--- src/rtl/nn_pkg.sv ---
// Shared types and fixed-point helpers for the dense layer engine.
package nn_pkg;

  localparam int unsigned XW = 64;

  typedef enum logic [1:0] {ACT_ID, ACT_RELU, ACT_HSIG} act_t;

  typedef enum logic [1:0] {ST_LOAD, ST_MAC, ST_DRAIN, ST_OUT} state_t;

  // Clip a wide signed value into the signed dw-bit range.
  function automatic logic signed [XW-1:0] sat_dw(input logic signed [XW-1:0] v,
                                                  input int unsigned dw);
    logic signed [XW-1:0] hi;
    logic signed [XW-1:0] lo;
    hi = (64'sd1 <<< (dw - 1)) - 64'sd1;
    lo = -(64'sd1 <<< (dw - 1));
    if (v > hi)      sat_dw = hi;
    else if (v < lo) sat_dw = lo;
    else             sat_dw = v;
  endfunction

  // Activation on a value already limited to the data range.
  function automatic logic signed [XW-1:0] act_apply(input logic signed [XW-1:0] v,
                                                     input act_t act,
                                                     input int unsigned frac);
    logic signed [XW-1:0] t;
    logic signed [XW-1:0] one;
    t   = (v >>> 2) + (64'sd1 <<< (frac - 1));
    one = 64'sd1 <<< frac;
    case (act)
      ACT_RELU: act_apply = (v < 64'sd0) ? 64'sd0 : v;
      ACT_HSIG: begin
        if (t < 64'sd0)     act_apply = 64'sd0;
        else if (t > one)   act_apply = one;
        else                act_apply = t;
      end
      default:  act_apply = v;
    endcase
  endfunction

endpackage

--- src/rtl/nn_mac.sv ---
// Shared multiply-accumulate datapath: weight products, scaled bias, rescale and saturation.
module nn_mac
  import nn_pkg::*;
#(
  parameter int unsigned DW    = 16,
  parameter int unsigned FRAC  = 8,
  parameter int unsigned ACC_W = 40
) (
  input  logic                 clk,
  input  logic                 rst,
  input  logic                 clr,
  input  logic                 add,
  input  logic                 bias,
  input  logic signed [DW-1:0] x,
  input  logic signed [DW-1:0] w,
  output logic signed [DW-1:0] res_c,
  output logic                 sat_c
);

  logic signed [2*DW-1:0]  prod;
  logic signed [ACC_W-1:0] acc;
  logic signed [ACC_W-1:0] addend;
  logic signed [ACC_W-1:0] sum;
  logic signed [XW-1:0]    r_wide;
  logic signed [XW-1:0]    r_sat;

  // Result reflects the in-flight addend so the final bias is included the cycle it lands.
  always_comb begin
    prod   = (2*DW)'(x) * (2*DW)'(w);
    addend = '0;
    if (add) addend = bias ? (ACC_W'(w) <<< FRAC) : ACC_W'(prod);
    sum    = acc + addend;
    r_wide = XW'(sum >>> FRAC);
    r_sat  = sat_dw(r_wide, DW);
    sat_c  = (r_sat != r_wide);
    res_c  = DW'(r_sat);
  end

  always_ff @(posedge clk) begin
    if (rst || clr) acc <= '0;
    else if (add)   acc <= sum;
  end

endmodule

--- src/rtl/dense_layer_engine.sv ---
// Fully connected layer: buffers one input vector, then evaluates each neuron serially
// against weights/bias streamed from an external synchronous memory.
module dense_layer_engine
  import nn_pkg::*;
#(
  parameter int unsigned N_IN   = 16,
  parameter int unsigned N_OUT  = 10,
  parameter int unsigned DW     = 16,
  parameter int unsigned FRAC   = 8,
  parameter int unsigned ACC_W  = 40,
  parameter int unsigned ACT    = 1,
  parameter int unsigned MEM_AW = $clog2(N_OUT * (N_IN + 1)),
  parameter int unsigned OIW    = (N_OUT > 1) ? $clog2(N_OUT) : 1
) (
  input  logic              clk,
  input  logic              rst,
  input  logic              in_valid,
  output logic              in_ready,
  input  logic [DW-1:0]     in_data,
  output logic [MEM_AW-1:0] mem_addr,
  output logic              mem_en,
  input  logic [DW-1:0]     mem_data,
  output logic              out_valid,
  input  logic              out_ready,
  output logic [DW-1:0]     out_data,
  output logic [OIW-1:0]    out_idx,
  output logic              out_last,
  output logic              out_sat,
  output logic              busy
);

  localparam int unsigned CW = $clog2(N_IN + 1);
  localparam int unsigned BW = (N_IN > 1) ? $clog2(N_IN) : 1;

  localparam logic [1:0] S_LOAD  = ST_LOAD;
  localparam logic [1:0] S_MAC   = ST_MAC;
  localparam logic [1:0] S_DRAIN = ST_DRAIN;
  localparam logic [1:0] S_OUT   = ST_OUT;

  localparam act_t ACT_SEL = act_t'(2'(ACT));

  logic [1:0]           state;
  logic [1:0]           state_n;
  logic [CW-1:0]        cnt;
  logic [OIW-1:0]       j;
  logic [MEM_AW-1:0]    base;
  logic                 ret_vld;
  logic [CW-1:0]        ret_idx;
  logic signed [DW-1:0] buffer [N_IN];
  logic signed [DW-1:0] x_sel;
  logic signed [DW-1:0] res_c;
  logic                 sat_c;
  logic                 in_hs_c;
  logic                 last_in_c;
  logic                 last_j_c;
  logic                 bias_c;
  logic                 clr_c;

  // Next-state and per-cycle control decode.
  always_comb begin
    state_n   = state;
    in_hs_c   = in_valid && in_ready;
    last_in_c = (cnt == CW'(N_IN - 1));
    last_j_c  = (j == OIW'(N_OUT - 1));
    case (state)
      S_LOAD:  if (in_hs_c && last_in_c) state_n = S_MAC;
      S_MAC:   if (cnt == CW'(N_IN)) state_n = S_DRAIN;
      S_DRAIN: state_n = S_OUT;
      S_OUT:   if (out_ready) state_n = last_j_c ? S_LOAD : S_MAC;
      default: state_n = S_LOAD;
    endcase
    clr_c = (state_n == S_MAC) && (state != S_MAC);
  end

  // Returned word N_IN of each neuron is its bias, which pairs with no input element.
  always_comb begin
    bias_c = (ret_idx == CW'(N_IN));
    x_sel  = '0;
    if (!bias_c) x_sel = buffer[BW'(ret_idx)];
  end

  always_ff @(posedge clk) begin
    if (!rst && state == S_LOAD && in_hs_c) buffer[BW'(cnt)] <= in_data;
  end

  always_ff @(posedge clk) begin
    if (rst) begin
      state     <= S_LOAD;
      cnt       <= '0;
      j         <= '0;
      base      <= '0;
      in_ready  <= 1'b0;
      busy      <= 1'b0;
      mem_en    <= 1'b0;
      mem_addr  <= '0;
      ret_vld   <= 1'b0;
      ret_idx   <= '0;
      out_valid <= 1'b0;
      out_data  <= '0;
      out_idx   <= '0;
      out_last  <= 1'b0;
      out_sat   <= 1'b0;
    end else begin
      state    <= state_n;
      in_ready <= (state_n == S_LOAD);
      busy     <= (state_n != S_LOAD);
      mem_en   <= (state_n == S_MAC);
      ret_vld  <= mem_en;
      ret_idx  <= cnt;
      case (state)
        S_LOAD: begin
          if (in_hs_c) begin
            cnt <= last_in_c ? '0 : cnt + CW'(1);
            if (last_in_c) mem_addr <= base;
          end
        end
        S_MAC: begin
          if (cnt == CW'(N_IN)) begin
            cnt <= '0;
          end else begin
            cnt      <= cnt + CW'(1);
            mem_addr <= mem_addr + MEM_AW'(1);
          end
        end
        S_DRAIN: begin
          out_valid <= 1'b1;
          out_data  <= DW'(act_apply(XW'(res_c), ACT_SEL, FRAC));
          out_sat   <= sat_c;
          out_idx   <= j;
          out_last  <= last_j_c;
        end
        S_OUT: begin
          if (out_ready) begin
            out_valid <= 1'b0;
            if (last_j_c) begin
              j    <= '0;
              base <= '0;
            end else begin
              j        <= j + OIW'(1);
              base     <= base + MEM_AW'(N_IN + 1);
              mem_addr <= base + MEM_AW'(N_IN + 1);
            end
          end
        end
        default: ;
      endcase
    end
  end

  nn_mac #(
    .DW    (DW),
    .FRAC  (FRAC),
    .ACC_W (ACC_W)
  ) u_mac (
    .clk   (clk),
    .rst   (rst),
    .clr   (clr_c),
    .add   (ret_vld),
    .bias  (bias_c),
    .x     (x_sel),
    .w     (mem_data),
    .res_c (res_c),
    .sat_c (sat_c)
  );

endmodule

--- config.mk ---
export PLATFORM = sky130hd
export DESIGN_NAME = dense_layer_engine
export DESIGN_NICKNAME = d
export VERILOG_FILES = /design/src/rtl/nn_pkg.sv /design/src/rtl/nn_mac.sv /design/src/rtl/dense_layer_engine.sv
export SDC_FILE = /design/constraint.sdc
export NUM_CORES = 1
export LEC_CHECK = 0
export CORE_ASPECT_RATIO = 1.75
export CORE_MARGIN = 2
export CORE_UTILIZATION = 45
export DETAILED_ROUTE_END_ITERATION = 6
export PLACE_DENSITY = 0.64
export SLEW_MARGIN = 0
export SYNTH_ARGS = -nofsm -noshare
export SYNTH_HDL_FRONTEND = slang
export SYNTH_HIERARCHICAL = 1
export SYNTH_SLANG_ARGS = --single-unit
--- constraint.sdc ---
create_clock -name clk -period 15.2 [get_ports clk]
set_clock_uncertainty 0.15 [all_clocks]
set_input_delay 2.28 -clock clk [delete_from_list [all_inputs] [get_ports clk]]
set_output_delay 2.28 -clock clk [all_outputs]
set_load 0.02 [all_outputs]
After elaboration in Yosys (flattened, before gate mapping):

Memory sizes are Yosys's and may differ from the RTL's. A register that Yosys moved wholly into a read port is not among the register bits.
Cells that the tools add are included.

* bits in registers: 99
* bits in writable memories: 256
* logic and storage cells: 86
* memories kept: 1

Memories
* buffer: depth 16, bits a word 16, rd ports 1, clocked after memory_dff 1, write ports 1, RTL line dense_layer_engine.sv:49 `logic signed [DW-1:0] buffer [N_IN];`

* add/subtract/negate cells: 5
* $mul: 1
* $lt $le $gt $ge: 3
* eq/ne operators: 15
* mux-type cells: 28
* reductions and logical operators: 17

Operators with widths (count)
* 64-bit 2-to-1 mux: 2
* 40-bit 2-to-1 mux: 2
* 64-bit by 32-bit != test with 1-bit output: 1
* 8-bit 2-to-1 mux: 6
* 40-bit adder: 1
* 32-bit by 16-bit greater-than comparator with 1-bit output, second input constant: 1
* 32-bit by 16-bit < comparator with 1-bit output, second input constant: 1
* 16-bit by 16-bit multiplier with 32-bit output: 1
* 16-bit 2-to-1 mux: 2
* 8-bit case mux with 3 select lines: 1
* 16-bit by 1-bit < comparator with 1-bit output, second input constant: 1
* 5-bit 2-to-1 mux: 3
* 5-bit equality test, second input constant: 2
* 2-bit != test, second input constant: 5
* 5-bit case mux with 2 select lines: 1
* 8-bit by 1-bit adder with 8-bit output, second input constant: 1
* 8-bit by 5-bit adder with 8-bit output, second input constant: 1
* 4-bit 2-to-1 mux: 2
* 2-bit case mux with 4 select lines: 1
* 2-bit 2-to-1 mux: 3
* 2-bit AND reduction: 3
* 6-bit AND reduction: 1
* 2-bit nonzero test: 3
* 5-bit by 1-bit adder with 5-bit output, second input constant: 1
* other kinds (13): 23

Depth between registers and ports, before layout:

* depth in word-level cells: 11
* mapped depth: 49

Cells and area by module:

The synthesis kept the hierarchy.

Modules (own cells, without submodules)
* nn_mac: times used 1, cells an instance 1769, area each 14720.4 um^2
* dense_layer_engine: times used 1, cells an instance 740, area each 12524.5 um^2

Worst setup path after synthesis:

No wires, ideal clock.

* path kind: input to register
* start: input port mem_data[1]
* end: register out_data[10]
* setup time: 0.065 ns
* arrival: 11.359 ns
* path slack: 3.626 ns
* stages on the path: 38
* path buffers: 3
* cells stage by stage: clkbuf_1 nand2_1 inv_1 fa_1 inv_1 fa_1 inv_1 fa_1 fa_1 fa_1 fa_1 ha_1 a211oi_1 nor3b_1 a21oi_1 a31oi_1 o21bai_1 a21oi_1 [... 2 more ...] ha_1 buf_1 nand3_1 nor2_1 a211oi_1 o211ai_1 a2111oi_0 nor3_1 xnor2_1 xor2_1 or4_1 ha_1 inv_1 a21boi_1 nor2b_1 clkbuf_1 a21oi_1 nor2_1

* cells in the longest elaborated chain, start to end: 9
* elaborated cells between the ends (all ways): 10
* classes of those cells: add/sub: 1; mul: 1; order compare: 3; mux: 5

RTL lines
* start, declared: RTL line dense_layer_engine.sv:22 `input logic [DW-1:0] mem_data,`
* 16-bit by 16-bit multiplier with 32-bit output: RTL line nn_mac.sv:29 `prod = (2*DW)'(x) * (2*DW)'(w);`
* 40-bit 2-to-1 mux * (2 in a row): RTL line nn_mac.sv:31 `if (add) addend = bias ? (ACC_W'(w) <<< FRAC) : ACC_W'(prod);`
* 40-bit adder *: RTL line nn_mac.sv:32 `sum = acc + addend;`
* 32-bit by 16-bit < comparator with 1-bit output: RTL line nn_pkg.sv:18 `else if (v < lo) sat_dw = lo;`
* 64-bit 2-to-1 mux: RTL line nn_pkg.sv:18
* 64-bit 2-to-1 mux *: RTL line nn_pkg.sv:17 `if (v > hi) sat_dw = hi;`
* net res_c[15]: RTL line dense_layer_engine.sv:51 `logic signed [DW-1:0] res_c;`
* 16-bit by 1-bit < comparator with 1-bit output *: RTL line nn_pkg.sv:31 `ACT_RELU: act_apply = (v < 64'sd0) ? 64'sd0 : v;`
* 16-bit 2-to-1 mux *: RTL line nn_pkg.sv:31
* end signal, assigned: RTL line dense_layer_engine.sv:127 `out_data <= DW'(act_apply(XW'(res_c), ACT_SEL, FRAC));`
* end, declared: RTL line dense_layer_engine.sv:25 `output logic [DW-1:0] out_data,`

The timed path passes the listed nets; every way through them passes the cells marked *.
A chain may end at the register's enable or synchronous reset.

Final worst setup path:

* start: input port mem_data[1]
* end: register out_data[7]

Same word-level chain as after synthesis.

==> metrics <==
outcome finished clean; slowest CP cell fa_1; Synth area leaders edfxtp_1 (28%), fa_1 (19%), dfxtp_1 (7.2%), ha_1 (6.2%), mux4_2 (5.3%); synth unique cells 101; fmax 73.06 MHz; grt ovf 0; Syn Nets 2943; sequential share of the synthesized area 35.42%; Synth Area in Compound Gates 10.31%; layout cells sized above 1 9.155%; post-synthesis sequential element count 354; Initial Util 45.41%; post-synth top area share 28.22%; CTS Hold Buffers Added 0; Post-Synthesis Cells 2509; commonest non-fill, non-tap cells in the layout inv_1 (346), fa_1 (263), edfxtp_1 (256); most common cell after layout, fill and taps aside inv_1; worst reg2reg path depth 39; Placed Cells 3292; DRC viols 0; Wirelength per Cell 20.86 um; I/O Buffers 68; Post-synth EDFFs 256; worst-margin pin slew 1.213 ns; Slew HR 19.14%; vias in the first global route 20.43k; Post-DRT Antenna Nets 0; min-delay src mem_en$_SDFF_PP0_; CTS tree yes; Tot GR Track Use 22.89%; Inserted Clock Buffers 34; main flop type after synthesis edfxtp_1; maximum fanout along the worst path 17; max_cap viols 0; drt via density 5.631; Setup crit start kind primary input; R2R setup slack 1.86 ns; largest net degree at the start of global routing 65; min Tclk post-route 13.69 ns; design area 0.03001 mm2; Worst path most repeated cell fa_1; depth of the worst hold-timing path 1; # setup viols final 0; root buf cell clkbuf_16; DIE AREA 0.06261 mm2; Routability Congestion 0.9329; Die Ht 329.5 um; RSZ-0062 raised after global routing no; placed inst area 0.02882 mm2; # resized after CTS 0; Worst path max stage delay 0.77 ns; largest family of logic cells by synthesized area adder cells; worst reg2reg path startpoint ret_idx[0]$_SDFF_PP0_; NumNets Final 2976; Synth Area in Simple Gates 12.75%; dpl hpwl 51850 um; Max clock buf depth 3; worst min path class reg -> reg; detailed-router iteration count before antenna repair 6; initial antenna violation count 1; die width 190 um; htree depth 2; Avg Synthesized Cell Area 10.86 um2; Clk Latency, worst-skew pair 0.55 ns; final max-slew violation count 0; reg2reg end out_data[7]$_SDFFE_PP0P_; Final Hold Viols 0; I/O pin cnt 70; core box area 0.06000 mm2; vias 18.89k; postcts setup bufs 0; post-synthesis mux area share 7.348%; crit share post-route 90.05%; first-pass GRT wire length 110700 um; Post-Synth XOR/XNOR Area 2.025%; Worst-path clk slew 0.07 ns; Setup crit end kind flop; non-filler cells, final 3354; crit path kind in -> reg; WHS Endpoint ret_vld$_SDFF_PP0_; initial drt markers 1032; Synth Area in Adders 25.52%; critical path required time 15.52 ns; Yosys top cell by area edfxtp_1; Yosys warnings 6; clk sinks 354; final WL 69950 um; setup_tns 0 ns; critical path arrival 14.01 ns; num rows 119; mapped cell area 0.02724 mm2; Synth async-reset ratio 0%; area grow syn2layout 10.14%
==> logic make-up after synthesis <==
group / Yosys count
XOR/XNOR: 63
buffers and inverters: 462
multiplexers: 120
adder cells (fa/ha/maj): 398
other: 1
AO/OA/AOI/OAI: 411
AND/OR/NAND/NOR: 700
flip-flops: 354
==> critical path: cells and delay by family <==
family                   cells  cell delay (ns)
adder cells (fa/ha/maj)      9             4.71
XOR/XNOR                     1             0.14
AO/OA/AOI/OAI               12             3.15
buffers and inverters        5             1.38
AND/OR/NAND/NOR              8             2.31
==> synth_stat cells, drive strengths merged (5+ instances only) <==
cell type    n
inv        348
fa         263
edfxtp     256
nand2      190
nor2       182
ha         135
a21oi      127
and2       127
dfxtp       98
clkbuf      77
o21ai       76
mux4        64
mux2i       56
xnor2       43
nor2b       40
buf         36
nor3        30
nand3       28
a211oi      24
o21a        24
o22ai       23
a21o        21
nand2b      21
xor2        20
o211ai      17
a31oi       14
and3        14
nand4       14
or2         14
o21bai      11
a21boi       9
a311oi       7
nor4         7
a2111oi      6
o2111ai      6
o31ai        6
or3          6
nor3b        5
==> sequential cells by signal, indices dropped and copies added (netlist names) <==
| register | cells |
|---|---|
| out_last | 1 |
| out_sat | 1 |
| mem_addr | 8 |
| in_ready | 1 |
| out_idx | 4 |
| buffer | 256 |
| state | 2 |
| cnt | 5 |
| base | 8 |
| busy | 1 |
| out_data | 15 |
| u_mac/acc | 40 |
| out_valid | 1 |
| ret_vld | 1 |
| ret_idx | 5 |
| j | 4 |
| mem_en | 1 |
==> per-layer routing <==
layer,GRT usage [%],vias to the layer above,part of all wire (%),wire [um]
li1,-,8595,-,-
met1,24.49,9572,36,25040
met2,44.30,529,55,38740
met3,2.408,189,4.0,2767
met4,11.04,0,4.9,3400
met5,0,-,0,0
==> metrics by stage <==
step	worst slack (ns)	utilization [%]	hold WS (ns)
CTS	1.598	50.01	0.3289
detailed placement	1.086	48.03	0.3119
finish	1.512	50.01	0.3260
global placement	1.191	48.03	0.3078
global route	0.7223	50.01	0.3599
floorplan	3.626	-	0.2952
==> worst max-delay path by stage <==
stage | start | to | depth (start not counted)
finish | mem_data[1] | out_data[7]$_SDFFE_PP0P_ | 35
global route | mem_data[1] | out_data[3]$_SDFFE_PP0P_ | 35
CTS | mem_data[1] | out_data[6]$_SDFFE_PP0P_ | 35
detailed placement | mem_data[1] | out_data[10]$_SDFFE_PP0P_ | 35
global placement | mem_data[1] | out_data[8]$_SDFFE_PP0P_ | 36
floorplan | mem_data[1] | out_data[10]$_SDFFE_PP0P_ | 38
==> cell type report <==
| cell class | count | area [um2] |
|---|---|---|
| inverter | 349 | 1310 |
| clock inverter | 20 | 285.3 |
| clock buffer | 41 | 898.4 |
| timing repair buffer | 110 | 1003 |
| tap | 786 | 983.4 |
| antenna | 1 | 2.502 |
| multi-input combinational | 1693 | 15870 |
| sequential | 354 | 9656 |
| fill | 5389 | 30000 |
Power is not shown: default switching activity piles up to over one toggle a cycle in this logic, so the estimate is an artifact.
